--- config.mk ---
export PLATFORM = sky130hd
export DESIGN_NAME = next_pc_unit
export DESIGN_NICKNAME = d
export VERILOG_FILES = /design/src/rtl/mips_pc_pkg.sv /design/src/rtl/ras_stack.sv /design/src/rtl/next_pc_unit.sv
export SDC_FILE = /design/constraint.sdc
export NUM_CORES = 1
export LEC_CHECK = 0
export CAP_MARGIN = 0
export CORE_ASPECT_RATIO = 0.7
export CORE_MARGIN = 1
export CORE_UTILIZATION = 58
export CTS_CLUSTER_SIZE = 28
export DETAILED_ROUTE_END_ITERATION = 10
export PLACE_DENSITY_LB_ADDON = 0.3
export SYNTH_ARGS = -nofsm -noshare
export SYNTH_HDL_FRONTEND = slang
export SYNTH_HIERARCHICAL = 1
export SYNTH_SLANG_ARGS = --single-unit
--- constraint.sdc ---
create_clock -name clk -period 8.23 [get_ports clk]
set_clock_uncertainty 0.1 [all_clocks]
set_input_delay 1.646 -clock clk [delete_from_list [all_inputs] [get_ports clk]]
set_output_delay 1.646 -clock clk [all_outputs]
set_load 0.03 [all_outputs]
--- src/rtl/mips_pc_pkg.sv ---
// Shared encodings and helpers for the fetch-path next-PC logic.
// Select codes, instruction geometry and the branch-offset helper.
package mips_pc_pkg;

  localparam logic [1:0] PC_SEQ = 2'b00;
  localparam logic [1:0] PC_BR  = 2'b01;
  localparam logic [1:0] PC_J   = 2'b10;
  localparam logic [1:0] PC_JR  = 2'b11;

  localparam int INSTR_BYTES = 4;
  localparam int JREGION_LSB = 28;
  localparam int BR_OFF_W    = 18;

  // Word offset to byte offset; the caller sign-extends from bit 17 to the PC width.
  function automatic logic [BR_OFF_W-1:0] sext_shift2(input logic [15:0] imm);
    return {imm, 2'b00};
  endfunction

endpackage

--- src/rtl/ras_stack.sv ---
// Circular return-address stack: push, pop and in-place replace of the top entry.
// When full, a push silently overwrites the oldest entry.
module ras_stack
  import mips_pc_pkg::*;
#(
  parameter int ADDR_W    = 32,
  parameter int RAS_DEPTH = 4
) (
  input  logic              clk,
  input  logic              rst_n,
  input  logic              push,
  input  logic              pop,
  input  logic [ADDR_W-1:0] push_data,
  output logic [ADDR_W-1:0] top,
  output logic              empty
);

  localparam int PTR_W = $clog2(RAS_DEPTH);
  localparam int CNT_W = PTR_W + 1;
  localparam logic [CNT_W-1:0] CNT_FULL = CNT_W'(RAS_DEPTH);

  logic [ADDR_W-1:0] entries_r [RAS_DEPTH];
  logic [PTR_W-1:0]  wr_ptr_r;
  logic [PTR_W-1:0]  top_ptr_s;
  logic [CNT_W-1:0]  count_r;
  logic              empty_s;

  assign top_ptr_s = wr_ptr_r - PTR_W'(1);
  assign empty_s   = (count_r == CNT_W'(0));
  assign empty     = empty_s;
  assign top       = empty_s ? {ADDR_W{1'b0}} : entries_r[top_ptr_s];

  // Stack storage, write pointer and occupancy; push+pop on a non-empty stack replaces the top.
  always_ff @(posedge clk or negedge rst_n) begin
    if (!rst_n) begin
      for (int i = 0; i < RAS_DEPTH; i++) begin
        entries_r[i] <= {ADDR_W{1'b0}};
      end
      wr_ptr_r <= {PTR_W{1'b0}};
      count_r  <= {CNT_W{1'b0}};
    end else if (push && pop && !empty_s) begin
      entries_r[top_ptr_s] <= push_data;
    end else if (push) begin
      entries_r[wr_ptr_r] <= push_data;
      wr_ptr_r            <= wr_ptr_r + PTR_W'(1);
      if (count_r != CNT_FULL) begin
        count_r <= count_r + CNT_W'(1);
      end
    end else if (pop && !empty_s) begin
      wr_ptr_r <= top_ptr_s;
      count_r  <= count_r - CNT_W'(1);
    end
  end

endmodule

--- src/rtl/next_pc_unit.sv ---
// Architectural PC register with next-PC selection for SEQ/BR/J/JR flow,
// plus a return-address stack that checks jr return predictions.
module next_pc_unit
  import mips_pc_pkg::*;
#(
  parameter int          ADDR_W    = 32,
  parameter logic [31:0] RESET_PC  = 32'h0000_0000,
  parameter int          RAS_DEPTH = 4
) (
  input  logic              clk,
  input  logic              rst_n,
  input  logic              stall,
  input  logic [1:0]        pc_sel,
  input  logic              branch_taken,
  input  logic [15:0]       imm16,
  input  logic [25:0]       jidx,
  input  logic [ADDR_W-1:0] rs_val,
  input  logic              link,
  input  logic              ret,
  output logic [ADDR_W-1:0] pc,
  output logic [ADDR_W-1:0] pc_plus4,
  output logic [ADDR_W-1:0] link_addr,
  output logic [ADDR_W-1:0] ras_top,
  output logic              ras_empty,
  output logic              ras_mismatch,
  output logic              addr_err
);

  localparam logic [ADDR_W-1:0] RESET_PC_W = ADDR_W'(RESET_PC);

  logic [ADDR_W-1:0]   pc_r;
  logic [ADDR_W-1:0]   pc_plus4_s;
  logic [BR_OFF_W-1:0] br_off_s;
  logic [ADDR_W-1:0]   br_target_s;
  logic [ADDR_W-1:0]   j_target_s;
  logic [ADDR_W-1:0]   next_pc_s;
  logic                jr_misaligned_s;
  logic                jr_ok_s;
  logic                push_s;
  logic                pop_s;
  logic                mismatch_nxt_s;
  logic                addr_err_nxt_s;
  logic                ras_mismatch_r;
  logic                addr_err_r;
  logic [ADDR_W-1:0]   ras_top_s;
  logic                ras_empty_s;

  assign pc_plus4_s  = pc_r + ADDR_W'(INSTR_BYTES);
  assign br_off_s    = sext_shift2(imm16);
  assign br_target_s = pc_plus4_s + {{(ADDR_W-BR_OFF_W){br_off_s[BR_OFF_W-1]}}, br_off_s};

  // Jumps stay inside the 256 MB region of the delay-slot address.
  generate
    if (ADDR_W > JREGION_LSB) begin : g_jregion
      assign j_target_s = {pc_plus4_s[ADDR_W-1:JREGION_LSB], jidx, 2'b00};
    end else begin : g_jflat
      assign j_target_s = {jidx, 2'b00};
    end
  endgenerate

  assign jr_misaligned_s = (pc_sel == PC_JR) && (rs_val[1:0] != 2'b00);
  assign jr_ok_s         = (pc_sel == PC_JR) && !jr_misaligned_s;

  // Next-PC mux; a misaligned JR target holds the current PC.
  always_comb begin
    next_pc_s = pc_plus4_s;
    case (pc_sel)
      PC_SEQ: next_pc_s = pc_plus4_s;
      PC_BR: begin
        if (branch_taken) begin
          next_pc_s = br_target_s;
        end else begin
          next_pc_s = pc_plus4_s;
        end
      end
      PC_J: next_pc_s = j_target_s;
      PC_JR: begin
        if (jr_misaligned_s) begin
          next_pc_s = pc_r;
        end else begin
          next_pc_s = rs_val;
        end
      end
      default: next_pc_s = pc_plus4_s;
    endcase
  end

  // RAS control and flag next-state; the compare always uses the pre-update top.
  always_comb begin
    push_s         = !stall && link && ((pc_sel == PC_J) || jr_ok_s);
    pop_s          = !stall && ret && jr_ok_s;
    mismatch_nxt_s = pop_s && (ras_empty_s || (rs_val != ras_top_s));
    addr_err_nxt_s = !stall && jr_misaligned_s;
  end

  ras_stack #(
    .ADDR_W   (ADDR_W),
    .RAS_DEPTH(RAS_DEPTH)
  ) u_ras (
    .clk      (clk),
    .rst_n    (rst_n),
    .push     (push_s),
    .pop      (pop_s),
    .push_data(pc_plus4_s),
    .top      (ras_top_s),
    .empty    (ras_empty_s)
  );

  // PC register and one-cycle status pulses.
  always_ff @(posedge clk or negedge rst_n) begin
    if (!rst_n) begin
      pc_r           <= RESET_PC_W;
      ras_mismatch_r <= 1'b0;
      addr_err_r     <= 1'b0;
    end else begin
      ras_mismatch_r <= mismatch_nxt_s;
      addr_err_r     <= addr_err_nxt_s;
      if (!stall) begin
        pc_r <= next_pc_s;
      end
    end
  end

  assign pc           = pc_r;
  assign pc_plus4     = pc_plus4_s;
  assign link_addr    = pc_plus4_s;
  assign ras_top      = ras_top_s;
  assign ras_empty    = ras_empty_s;
  assign ras_mismatch = ras_mismatch_r;
  assign addr_err     = addr_err_r;

endmodule
==> impl_metrics.tcl <==
set metrics [dict create \
    clkPwrFrac_pct 15.3 \
    fill_cells 1295 \
    final_max_slew_viol_count 0 \
    start_util_pct 59.6 \
    critPathCaptureType "primary output" \
    drv_cap 0 \
    critPathMaxFanout 9 \
    p_comb_share_pct 58.5 \
    fin_crit_sh_pct 70.4 \
    drt-initial-drc-count 1028 \
    cts_resized 0 \
    synth_area_per_cell_um2 11.8 \
    p_switching_uw 2200 \
    grt_use_total_pct 33.6 \
    status "finished, final reports clean" \
    postPlaceCellArea_mm2 0.0134 \
    synth_area_leader_cell "dfrtp_1" \
    globalRouteMet1Util_pct 49.5 \
    fin_area_mm2 0.0140 \
    yosysMostFrequentCell "dfrtp_1" \
    layout-drive-gt1-share_pct 22.7 \
    arrival_ns 4.04 \
    io_buffers 212 \
    synth.net_count 1083 \
    grt_pass1_vias 8604 \
    worstSkewPairLatency_ns 0.44 \
    grt_pass1_wl_mm 51.1 \
    swShare_pct 42.3 \
    drc 0 \
    path_class "register to primary output" \
    cts_max_level 4 \
    synth.top_cell.area_share_pct 36.7 \
    timing.slew.headroom_pct 29.3 \
    gp_congestion 0.967 \
    finalCriticalPeriod_ns 5.79 \
    yosys-top-cells-area "dfrtp_1 (37%), mux2_4 (16%), mux4_2 (6.3%), ha_1 (4.2%), xnor2_1 (4.0%)" \
    cts_setup_buffers 0 \
    multi_input_area_mm2 0.00659 \
    grt_busiest_layer "met2" \
    avgRoutedWirePerCell_um 23.5 \
    areaGrowthSynthToFinish_pct 23.0 \
    ys_seq_elements 167 \
    core_mm2 0.0191 \
    grt_use_met3_pct 7.61 \
    grt_max_degree 94 \
    yosys-top-cells-count "dfrtp_1 (167), mux2_4 (120), xnor2_1 (52)" \
    die-area_mm2 0.0202 \
    synth-edff-count 0 \
    cts_buffer_depth 2 \
    die_h_um 119 \
    dr_total_vias 8829 \
    finalHoldViolCount 0 \
    tightest_slew_ns 1.06 \
    rsz0062_at_grt "false" \
    async_flop_share_pct 100 \
    p_int_uw 2990 \
    root_buffer "clkbuf_16" \
    cp-start-kind "register" \
    cts_num_sinks 167 \
    cts_buffers 17 \
    ys_seq_area_share_pct 36.7 \
    clk_pin_slew_ns 0.07 \
    rows 42 \
    first_pass_iters 6 \
    max_freq_mhz 173 \
    hpwl_mm 22.8 \
    cts_tree "yes" \
    syn_inst 961 \
    drt_wl_total_mm 33.0 \
    finalSetupViolations 0 \
    crit_required_ns 6.48 \
    synth_cell_type_count 70 \
    via_per_inst 6.29 \
    p_per_area_mw_per_mm2 371 \
    ir_worst_vdd_uv 302 \
    p_leak_uw 0.00635 \
    p_seq_share_pct 26.2 \
    n_antenna_cell 0 \
    netlist_area_mm2 0.0114 \
    die_x_um 169 \
    use_met2_pct 49.7 \
    ant_nets 0 \
    seqCellArea_mm2 0.00418 \
    hold_path_class "register to register" \
    yosys_most_used_dff "dfrtp_1" \
    grt_overflow 0 \
    ctsHoldBuffers 0 \
    finalNetCount 1248 \
    setup_tns_ns 0 \
    antenna_found_initial 0 \
    num_io_pins 213 \
    ys.warnings.count 6 \
]
==> flip-flops by register name, summed over array words and instances (netlist names) <==
signal,flops
addr_err,1
u_ras/entries_r,128
u_ras/count_r,3
ras_mismatch,1
u_ras/wr_ptr_r,2
pc,32
==> critical path, cell delays in order (launching register included) <==
cell,delay (ns)
dfrtp_1,0.49
and3_1,0.24
nand3_1,0.22
or2_1,0.41
nor2_4,0.24
and3_1,0.25
and4_1,0.23
xor2_1,0.71
clkdlybuf4s50_1,0.82
==> final timing paths <==
| path | start | endpoint | slack [ns] | depth (start not counted) |
|---|---|---|---|---|
| max | pc[4] | link_addr[31] | 2.44 | 8 |
| min | u_ras/entries_r[78] | u_ras/entries_r[78] | 0.41 | 1 |
| max reg2reg | pc[4] | pc[16] | 3.38 | 14 |
| min reg2reg | u_ras/entries_r[78] | u_ras/entries_r[78] | 0.41 | 1 |
| max in group asynchronous | rst_n | u_ras/wr_ptr_r[0] | 5.34 | 2 |
| min in group asynchronous | rst_n | u_ras/entries_r[40] | 1.16 | 1 |
==> layer usage <==
metal	share of wire, %	up-vias
met5	0	-
met4	2.2	0
met3	9.1	51
met2	45	471
met1	44	4469
li1	-	3838
==> area by class of cell <==
cell class	count	share of cell area, %
Sequential cell	167	29.9
Clock buffer	19	3.09
Clock inverter	13	0.975
Tap cell	264	2.36
Multi-Input combinational cell	692	47.1
Inverter	17	0.456
Timing Repair Buffer	231	16.2
==> cell usage in the layout, fill, tap and decap left out, drive strengths merged, types with 7 or more instances in the layout <==
cell,n
clkdlybuf4s50,210
dfrtp,167
mux2,151
xnor2,52
nand2,50
o21ai,39
ha,38
xor2,35
a21oi,35
nor2b,34
mux4,32
nor2,32
inv,24
buf,21
clkbuf,19
a222oi,16
nand3,14
a21o,14
nand4,13
nand2b,11
a31oi,9
a221oi,8
and3,7
or2,7
nor4,7
nor3,7
==> per-stage QoR <==
stage          setup slack [ns]  cells  power [uW]  util [%]  hold WS (ns)
3_5_place_dp               3.01   1371        4340      70.4         0.389
6_report                   2.44   1403        5190      73.4         0.409
5_1_grt                    2.28   1403        5400      73.4         0.413
3_3_place_gp               3.15   1371        4300      70.4         0.384
4_1_cts                    2.50   1403        5160      73.4         0.408
2_1_floorplan              3.34    961        3380         -         0.374
==> power groups by stage <==
stage,combinational (uW),clock [uW],sequential (uW)
after floorplan,2050,0,1330
final,3040,793,1360
after detailed placement,2990,0,1350
after global placement,2960,0,1340
after global routing,3170,833,1390
after CTS,3010,795,1350
==> logic make-up (layout without fill, tap and decap cells) <==
kind of cell,after synthesis,count (layout),share of synthesized area (%)
AOI/OAI and AO/OA,172,172,11.1
buffers and inverters,102,280,5.47
and+or+nand+nor,205,205,9.75
adders and majority gates,40,40,4.53
xor gates and xnor gates,87,87,6.70
muxes,188,188,25.7
DFF,167,167,36.7
Note: power is estimated with default switching activity, not from simulation.
